[src/rtl/memory_router_if.sv]
`default_nettype none
// +--------------------------------------------------------------------------+
// | Module   : memory_router_if                                              |
// | Purpose  : Bundles the CPU-side, SRAM-side and LPDDR2-side signals of    |
// |            the memory router.                                            |
// |            modport master : the router (accepts CPU accesses, drives     |
// |                             the memory strobes)                          |
// |            modport slave  : the surroundings (CPU stage, SRAM and        |
// |                             external controller)                         |
// | Signals  : cpu_*  request/response with the CPU memory stage             |
// |            sram_* synchronous SRAM port                                  |
// |            ext_*  external LPDDR2 request/ack/read-data port             |
// | Revision : 1.0 - initial release                                         |
// +--------------------------------------------------------------------------+
interface memory_router_if #(
  parameter int ADDR_W  = 30,
  parameter int DATA_W  = 32,
  parameter int SRAM_AW = 12,
  parameter int EXT_AW  = 27
);
  localparam int BE_W = DATA_W / 8;

  // CPU side
  logic              cpu_req;
  logic              cpu_we;
  logic [ADDR_W-1:0] cpu_addr;
  logic [DATA_W-1:0] cpu_wdata;
  logic [BE_W-1:0]   cpu_be;
  logic              abort;
  logic [DATA_W-1:0] cpu_rdata;
  logic              cpu_ready;
  logic              cpu_err;
  logic              cpu_busy;

  // SRAM side
  logic [SRAM_AW-1:0] sram_addr;
  logic [DATA_W-1:0]  sram_wdata;
  logic [BE_W-1:0]    sram_be;
  logic               sram_we;
  logic [DATA_W-1:0]  sram_q;

  // External side
  logic [EXT_AW-1:0] ext_addr;
  logic [DATA_W-1:0] ext_wdata;
  logic [BE_W-1:0]   ext_be;
  logic              ext_read_req;
  logic              ext_write_req;
  logic              ext_ack;
  logic [DATA_W-1:0] ext_rdata;
  logic              ext_rvalid;

  modport master (
    input  cpu_req, cpu_we, cpu_addr, cpu_wdata, cpu_be, abort,
    input  sram_q, ext_ack, ext_rdata, ext_rvalid,
    output cpu_rdata, cpu_ready, cpu_err, cpu_busy,
    output sram_addr, sram_wdata, sram_be, sram_we,
    output ext_addr, ext_wdata, ext_be, ext_read_req, ext_write_req
  );

  modport slave (
    output cpu_req, cpu_we, cpu_addr, cpu_wdata, cpu_be, abort,
    output sram_q, ext_ack, ext_rdata, ext_rvalid,
    input  cpu_rdata, cpu_ready, cpu_err, cpu_busy,
    input  sram_addr, sram_wdata, sram_be, sram_we,
    input  ext_addr, ext_wdata, ext_be, ext_read_req, ext_write_req
  );
endinterface
`default_nettype wire

[src/rtl/memory_router.sv]
`default_nettype none
// +--------------------------------------------------------------------------+
// | Module   : memory_router                                                 |
// | Purpose  : Decodes CPU word accesses to on-chip SRAM or the external     |
// |            LPDDR2 port, runs the external req/ack handshake with a       |
// |            timeout, and returns ready/err to the CPU. An abort cancels   |
// |            the pending response; outstanding external read beats are     |
// |            drained so no stale data reaches a later access.              |
// | Ports    : clk    clock                                                  |
// |            rst    asynchronous active-high reset                         |
// |            mem_if memory_router_if.master (CPU, SRAM and ext signals)    |
// | Revision : 1.0 - initial release                                         |
// +--------------------------------------------------------------------------+
module memory_router #(
  parameter int ADDR_W  = 30,
  parameter int DATA_W  = 32,
  parameter int SRAM_AW = 12,
  parameter int EXT_AW  = 27,
  parameter int TIMEOUT = 255
) (
  input  logic            clk,
  input  logic            rst,
  memory_router_if.master mem_if
);

  localparam int BE_W   = DATA_W / 8;
  localparam int CAP_AW = (SRAM_AW > EXT_AW) ? SRAM_AW : EXT_AW;
  localparam int CNT_W  = $clog2(TIMEOUT + 1);
  // Counter value in the last cycle allowed before the timeout fires.
  localparam logic [CNT_W-1:0] C_CNT_LAST = CNT_W'(TIMEOUT - 1);

  typedef enum logic [2:0] {
    IDLE     = 3'd0,
    SRAM_ACC = 3'd1,
    EXT_REQ  = 3'd2,
    EXT_RD   = 3'd3,
    RESP     = 3'd4,
    RESP_ERR = 3'd5,
    DRAIN    = 3'd6
  } state_t;

  state_t              state_q,    state_d;
  logic [CAP_AW-1:0]   addr_q,     addr_d;
  logic [DATA_W-1:0]   wdata_q,    wdata_d;
  logic [BE_W-1:0]     be_q,       be_d;
  logic                we_q,       we_d;
  logic                sram_sel_q, sram_sel_d;
  logic                err_pend_q, err_pend_d;
  logic [CNT_W-1:0]    cnt_q,      cnt_d;
  logic [DATA_W-1:0]   rdata_q,    rdata_d;

  // Address decode. The offset wraps for SRAM addresses, but those are
  // already claimed by the SRAM compare so the wrapped value is unused.
  logic [ADDR_W-1:0] w_off;
  logic              w_hit_sram;
  logic              w_hit_ext;

  assign w_off      = mem_if.cpu_addr - ADDR_W'(64'd1 << SRAM_AW);
  assign w_hit_sram = 64'(mem_if.cpu_addr) < (64'd1 << SRAM_AW);
  assign w_hit_ext  = 64'(w_off) < (64'd1 << EXT_AW);

  always_ff @(posedge clk or posedge rst) begin
    if (rst) begin
      state_q    <= IDLE;
      addr_q     <= '0;
      wdata_q    <= '0;
      be_q       <= '0;
      we_q       <= 1'b0;
      sram_sel_q <= 1'b0;
      err_pend_q <= 1'b0;
      cnt_q      <= '0;
      rdata_q    <= '0;
    end else begin
      state_q    <= state_d;
      addr_q     <= addr_d;
      wdata_q    <= wdata_d;
      be_q       <= be_d;
      we_q       <= we_d;
      sram_sel_q <= sram_sel_d;
      err_pend_q <= err_pend_d;
      cnt_q      <= cnt_d;
      rdata_q    <= rdata_d;
    end
  end

  always_comb begin
    state_d    = state_q;
    addr_d     = addr_q;
    wdata_d    = wdata_q;
    be_d       = be_q;
    we_d       = we_q;
    sram_sel_d = sram_sel_q;
    err_pend_d = err_pend_q;
    cnt_d      = cnt_q;
    rdata_d    = rdata_q;

    unique case (state_q)
      IDLE: begin
        if (mem_if.cpu_req && !mem_if.abort) begin
          // SRAM keeps its own word address; external accesses store the
          // offset into the external region.
          addr_d     = CAP_AW'(w_hit_sram ? mem_if.cpu_addr : w_off);
          wdata_d    = mem_if.cpu_wdata;
          be_d       = mem_if.cpu_be;
          we_d       = mem_if.cpu_we;
          sram_sel_d = w_hit_sram;
          err_pend_d = 1'b0;
          cnt_d      = '0;
          if (w_hit_sram)     state_d = SRAM_ACC;
          else if (w_hit_ext) state_d = EXT_REQ;
          else                state_d = RESP_ERR;
        end
      end

      SRAM_ACC: begin
        // A write strobe already on the bus this cycle commits even on abort.
        state_d = mem_if.abort ? IDLE : RESP;
      end

      EXT_REQ: begin
        cnt_d = cnt_q + CNT_W'(1);
        if (mem_if.ext_ack) begin
          // Ack beats timeout: the controller has taken the request.
          if (we_q) state_d = mem_if.abort ? IDLE  : RESP;
          else      state_d = mem_if.abort ? DRAIN : EXT_RD;
        end else if (mem_if.abort) begin
          state_d = IDLE;
        end else if (cnt_q == C_CNT_LAST) begin
          state_d = RESP_ERR;
        end
      end

      EXT_RD: begin
        cnt_d = cnt_q + CNT_W'(1);
        if (mem_if.ext_rvalid) begin
          // Data arriving with abort is simply dropped; nothing is left to drain.
          if (mem_if.abort) begin
            state_d = IDLE;
          end else begin
            rdata_d = mem_if.ext_rdata;
            state_d = RESP;
          end
        end else if (mem_if.abort) begin
          state_d = DRAIN;
        end else if (cnt_q == C_CNT_LAST) begin
          err_pend_d = 1'b1;
          state_d    = DRAIN;
        end
      end

      DRAIN: begin
        // Counter holds here; the beat must still arrive before a new access.
        if (mem_if.ext_rvalid) begin
          state_d    = (err_pend_q && !mem_if.abort) ? RESP_ERR : IDLE;
          err_pend_d = 1'b0;
        end else if (mem_if.abort) begin
          err_pend_d = 1'b0;
        end
      end

      RESP: begin
        // sram_q becomes valid one cycle after the address, i.e. now.
        if (sram_sel_q && !we_q) rdata_d = mem_if.sram_q;
        state_d = IDLE;
      end

      RESP_ERR: begin
        rdata_d = '0;
        state_d = IDLE;
      end

      default: state_d = IDLE;
    endcase
  end

  assign mem_if.cpu_rdata     = rdata_q;
  assign mem_if.cpu_ready     = (state_q == RESP) || (state_q == RESP_ERR);
  assign mem_if.cpu_err       = (state_q == RESP_ERR);
  assign mem_if.cpu_busy      = (state_q != IDLE);

  assign mem_if.sram_addr     = addr_q[SRAM_AW-1:0];
  assign mem_if.sram_wdata    = wdata_q;
  assign mem_if.sram_be       = be_q;
  assign mem_if.sram_we       = (state_q == SRAM_ACC) && we_q;

  assign mem_if.ext_addr      = addr_q[EXT_AW-1:0];
  assign mem_if.ext_wdata     = wdata_q;
  assign mem_if.ext_be        = be_q;
  assign mem_if.ext_read_req  = (state_q == EXT_REQ) && !we_q;
  assign mem_if.ext_write_req = (state_q == EXT_REQ) && we_q;

endmodule
`default_nettype wire

[src/flat_wrapper.sv]
// flat-port wrapper written by rule: the top's interface ports become plain ports
module memory_router_flat 
#(
  parameter int ADDR_W  = 30,
  parameter int DATA_W  = 32,
  parameter int SRAM_AW = 12,
  parameter int EXT_AW  = 27,
  parameter int TIMEOUT = 255
)
  (clk, rst, mem_if_cpu_req, mem_if_cpu_we, mem_if_cpu_addr, mem_if_cpu_wdata, mem_if_cpu_be, mem_if_abort, mem_if_sram_q, mem_if_ext_ack, mem_if_ext_rdata, mem_if_ext_rvalid, mem_if_cpu_rdata, mem_if_cpu_ready, mem_if_cpu_err, mem_if_cpu_busy, mem_if_sram_addr, mem_if_sram_wdata, mem_if_sram_be, mem_if_sram_we, mem_if_ext_addr, mem_if_ext_wdata, mem_if_ext_be, mem_if_ext_read_req, mem_if_ext_write_req);
  memory_router_if #(.ADDR_W(ADDR_W), .DATA_W(DATA_W), .SRAM_AW(SRAM_AW), .EXT_AW(EXT_AW)) mem_if_i ();
  input  logic clk;
  input  logic rst;
  input wire logic [$bits(mem_if_i.cpu_req)-1:0] mem_if_cpu_req;
  input wire logic [$bits(mem_if_i.cpu_we)-1:0] mem_if_cpu_we;
  input wire logic [$bits(mem_if_i.cpu_addr)-1:0] mem_if_cpu_addr;
  input wire logic [$bits(mem_if_i.cpu_wdata)-1:0] mem_if_cpu_wdata;
  input wire logic [$bits(mem_if_i.cpu_be)-1:0] mem_if_cpu_be;
  input wire logic [$bits(mem_if_i.abort)-1:0] mem_if_abort;
  input wire logic [$bits(mem_if_i.sram_q)-1:0] mem_if_sram_q;
  input wire logic [$bits(mem_if_i.ext_ack)-1:0] mem_if_ext_ack;
  input wire logic [$bits(mem_if_i.ext_rdata)-1:0] mem_if_ext_rdata;
  input wire logic [$bits(mem_if_i.ext_rvalid)-1:0] mem_if_ext_rvalid;
  output wire logic [$bits(mem_if_i.cpu_rdata)-1:0] mem_if_cpu_rdata;
  output wire logic [$bits(mem_if_i.cpu_ready)-1:0] mem_if_cpu_ready;
  output wire logic [$bits(mem_if_i.cpu_err)-1:0] mem_if_cpu_err;
  output wire logic [$bits(mem_if_i.cpu_busy)-1:0] mem_if_cpu_busy;
  output wire logic [$bits(mem_if_i.sram_addr)-1:0] mem_if_sram_addr;
  output wire logic [$bits(mem_if_i.sram_wdata)-1:0] mem_if_sram_wdata;
  output wire logic [$bits(mem_if_i.sram_be)-1:0] mem_if_sram_be;
  output wire logic [$bits(mem_if_i.sram_we)-1:0] mem_if_sram_we;
  output wire logic [$bits(mem_if_i.ext_addr)-1:0] mem_if_ext_addr;
  output wire logic [$bits(mem_if_i.ext_wdata)-1:0] mem_if_ext_wdata;
  output wire logic [$bits(mem_if_i.ext_be)-1:0] mem_if_ext_be;
  output wire logic [$bits(mem_if_i.ext_read_req)-1:0] mem_if_ext_read_req;
  output wire logic [$bits(mem_if_i.ext_write_req)-1:0] mem_if_ext_write_req;
  assign mem_if_i.cpu_req = mem_if_cpu_req;
  assign mem_if_i.cpu_we = mem_if_cpu_we;
  assign mem_if_i.cpu_addr = mem_if_cpu_addr;
  assign mem_if_i.cpu_wdata = mem_if_cpu_wdata;
  assign mem_if_i.cpu_be = mem_if_cpu_be;
  assign mem_if_i.abort = mem_if_abort;
  assign mem_if_i.sram_q = mem_if_sram_q;
  assign mem_if_i.ext_ack = mem_if_ext_ack;
  assign mem_if_i.ext_rdata = mem_if_ext_rdata;
  assign mem_if_i.ext_rvalid = mem_if_ext_rvalid;
  assign mem_if_cpu_rdata = mem_if_i.cpu_rdata;
  assign mem_if_cpu_ready = mem_if_i.cpu_ready;
  assign mem_if_cpu_err = mem_if_i.cpu_err;
  assign mem_if_cpu_busy = mem_if_i.cpu_busy;
  assign mem_if_sram_addr = mem_if_i.sram_addr;
  assign mem_if_sram_wdata = mem_if_i.sram_wdata;
  assign mem_if_sram_be = mem_if_i.sram_be;
  assign mem_if_sram_we = mem_if_i.sram_we;
  assign mem_if_ext_addr = mem_if_i.ext_addr;
  assign mem_if_ext_wdata = mem_if_i.ext_wdata;
  assign mem_if_ext_be = mem_if_i.ext_be;
  assign mem_if_ext_read_req = mem_if_i.ext_read_req;
  assign mem_if_ext_write_req = mem_if_i.ext_write_req;
  memory_router #(.ADDR_W(ADDR_W), .DATA_W(DATA_W), .SRAM_AW(SRAM_AW), .EXT_AW(EXT_AW), .TIMEOUT(TIMEOUT)) u_core (.clk(clk), .rst(rst), .mem_if(mem_if_i));
endmodule
[config.mk]
export PLATFORM = sky130hd
export DESIGN_NAME = memory_router_flat
export DESIGN_NICKNAME = d
export VERILOG_FILES = /design/src/rtl/memory_router_if.sv /design/src/rtl/memory_router.sv /design/src/flat_wrapper.sv
export SDC_FILE = /design/constraint.sdc
export NUM_CORES = 1
export LEC_CHECK = 0
export BUFFER_PORTS_ARGS = -buffer_cell sky130_fd_sc_hd__buf_4
export CORE_MARGIN = 2
export CORE_UTILIZATION = 47
export CTS_BUF_LIST = sky130_fd_sc_hd__clkbuf_4
export CTS_CLUSTER_DIAMETER = 50
export DETAILED_ROUTE_END_ITERATION = 12
export GPL_ROUTABILITY_DRIVEN = 0
export PLACE_DENSITY = 0.91
export SLEW_MARGIN = 20
export SYNTH_ARGS = -nofsm -noshare
export SYNTH_HDL_FRONTEND = slang
export SYNTH_SLANG_ARGS = --single-unit
[constraint.sdc]
create_clock -name clk -period 3.81 [get_ports clk]
set_input_delay 0.381 -clock clk [delete_from_list [all_inputs] [get_ports clk]]
set_output_delay 0.381 -clock clk [all_outputs]
set_load 0.005 [all_outputs]
==> results_dict.tcl <==
set metrics [dict create \
    synth_fa_ha_area_share_pct 0.914 \
    seq_area_sq_um 2730 \
    grt_pass1_wl_um 23600 \
    boundaryPins 286 \
    synth_fp_nets 797 \
    via_per_inst 4.99 \
    grt_pass1_vias 4850 \
    fillers 995 \
    startpoint_type "flip-flop" \
    synthCells 656 \
    timing.final.ws_setup_ns 1.20 \
    synth_common_cells "nand2_1, dfrtp_1, o21ai_0" \
    synthTopCellsByArea "dfrtp_1, nand2_1, buf_4, o21ai_0, and3_1" \
    ir_drop_mv 0.317 \
    die_h_um 112 \
    finalWirelength_um 14600 \
    netlist.area_leader.share_pct 49.8 \
    drt_iter0_drc 365 \
    dpl_cell_area_sq_um 7350 \
    arrival_ns 2.23 \
    rsz0062_at_grt "false" \
    die-area_sq_um 12500 \
    antenna_cells 0 \
    drtAntennaViolNets 0 \
    path_buf_inv 3 \
    reg2reg_from "u_core.state_q[2]" \
    synth_top_cell_by_area "dfrtp_1" \
    dr.pass1.iters 4 \
    slowest_stage "inv_1" \
    io_buffers 285 \
    grt_busiest_layer "met2" \
    vias 5090 \
    use_met2_pct 39.9 \
    synth_compound_area_share_pct 12.3 \
    synth.most_common_cell "nand2_1" \
    synth_edf_count 0 \
    wire_per_inst_um 14.3 \
    status "finished clean" \
    hold_buffers 0 \
    drc_errors 0 \
    crit_family "buffers and inverters" \
    ys_ff_latch 109 \
    cpMostUsedCell "buf_4" \
    slew_violations 0 \
    synthDistinctLibCells 46 \
    cts_sinks 109 \
    hold_violations 0 \
    fmax_mhz 383 \
    synth_ff_type "dfrtp_1" \
    final_nets 1013 \
    area_growth_pct 36.5 \
    h-tree-depth 3 \
    finalCritPeriodShare_pct 68.6 \
    cp_cell_sequence "nand2b_1 > buf_4 > inv_1 > buf_4" \
    layout-drive-gt1-share_pct 36.0 \
    slew-limit-headroom_pct 40.1 \
    fin_crit_ns 2.61 \
    synth_xor_area_share_pct 1.92 \
    clk_latency_ns 0.44 \
    crit_fanout 35 \
    slowest_delay_ns 0.62 \
    ctsResizeCount 0 \
    track_usage_pct 23.0 \
    muxShareOfSynthArea_pct 0 \
    clockRootBuffer "clkbuf_4" \
    place_hpwl_um 11000 \
    synthSimpleGateAreaFrac_pct 25.0 \
    fp-row-count 39 \
    yosys_warnings 0 \
    numCtsBuffers 9 \
    crit_required_ns 3.43 \
    grt_max_degree 65 \
    avgSynthCellArea_sq_um 8.35 \
    core-area_sq_um 11400 \
    hp-class "input port to asynchronous set/reset pin" \
    cts_tree "done" \
    cts_buffer_depth 2 \
    fin_total_pwr_uw 4160 \
    leakage_uw 0.00403 \
    preCtsSetupSlack_ns 1.17 \
    synth_top_family_by_area "simple AND/OR/NAND/NOR gates" \
    skew_ns 0.0214 \
    worst_pin_slew_ns 0.898 \
    fin_area_sq_um 7470 \
    grtUsageMet1_pct 28.3 \
    path_clk_slew_ns 0.17 \
    power.density_nw_per_um2 557 \
    post-cts-setup-buffer-count 0 \
    multi_input_area_sq_um 2200 \
    overflow 0 \
    path_class "flip-flop to output port" \
    async_flop_share_pct 100 \
    use_met3_pct 6.70 \
    maxCapViolCount 0 \
    setup.reg_to_reg.worst_slack_ns 1.42 \
    start_util_pct 48.2 \
    fin_tns_setup_ns 0 \
    die_x_um 112 \
    crit_path_start "u_core.state_q[1]" \
    endpoint_kind "output port" \
    netlist_area_sq_um 5480 \
    synth-seq-area-share_pct 49.8 \
    antenna_found_initial 0 \
    setup_violations 0 \
]
kinds of logic after synthesis:
logic type | Yosys count
AO/OA/AOI/OAI | 124
XOR/XNOR | 12
adder cells (fa/ha/maj) | 4
buffers and inverters | 97
flip-flops | 109
AND/OR/NAND/NOR | 310
layout by cell type, fill, tap and decap left out, types with 2 or more instances in the layout:
master	instances
nand2b_1	2
a31oi_1	4
nor3_1	8
a21oi_1	39
clkbuf_4	10
inv_1	11
nor2_1	19
nor4b_1	2
xor2_1	7
clkinv_4	2
dfrtp_1	109
nand4_1	2
ha_1	4
o22a_1	2
and2b_2	2
buf_4	289
nor2b_1	2
inv_8	2
xnor2_1	5
o21a_1	2
and3_1	33
nand3b_1	2
or3_1	4
nand2_1	214
o21ai_0	66
nand3_1	9
registers in the layout, summed over array words and instances (netlist names):
| signal | count |
|---|---|
| u_core.state_q | 3 |
| u_core.mem_if.ext_be | 4 |
| u_core.sram_sel_q | 1 |
| u_core.cnt_q | 8 |
| u_core.mem_if.cpu_rdata | 32 |
| u_core.we_q | 1 |
| u_core.mem_if.ext_wdata | 32 |
| u_core.mem_if.ext_addr | 27 |
| u_core.err_pend_q | 1 |
through the flow:
stage / instances / util (%) / hold WS (ns)
after floorplan: 656 / - / 0.450
after global placement: 1004 / 64.6 / 0.464
after detailed placement: 1004 / 64.6 / 0.472
after CTS: 1020 / 65.7 / 0.00911
after global routing: 1020 / 65.7 / 0.0116
final: 1020 / 65.7 / 0.0128
final timing paths:
path	endpoint	cells after the start
max in group asynchronous	u_core.we_q	3
min in group clk	u_core.mem_if.ext_wdata[8]	3
setup reg to reg	u_core.cnt_q[1]	5
hold / removal	u_core.mem_if.cpu_rdata[29]	2
hold reg to reg	u_core.mem_if.cpu_rdata[6]	2
setup / recovery	mem_if_cpu_ready	4
report_power, final:
part | switching (uW) | internal, uW
combinational | 740 | 998
clock | 388 | 156
sequential | 309 | 1570
layer usage:
| layer | up-vias | routed length [um] |
|---|---|---|
| li1 | 2549 | - |
| met1 | 2328 | 5850 |
| met2 | 189 | 7270 |
| met3 | 24 | 1140 |
| met4 | 0 | 313 |
| met5 | - | 0 |
final cells by class:
class	count	share of cell area [%]
Clock inverter	6	0.720
Inverter	12	0.636
Tap cell	143	2.39
Multi-Input combinational cell	450	29.5
Sequential cell	109	36.5
Clock buffer	10	1.00
Timing Repair Buffer	290	29.3
No activity file was read; power rests on OpenSTA's default activity.
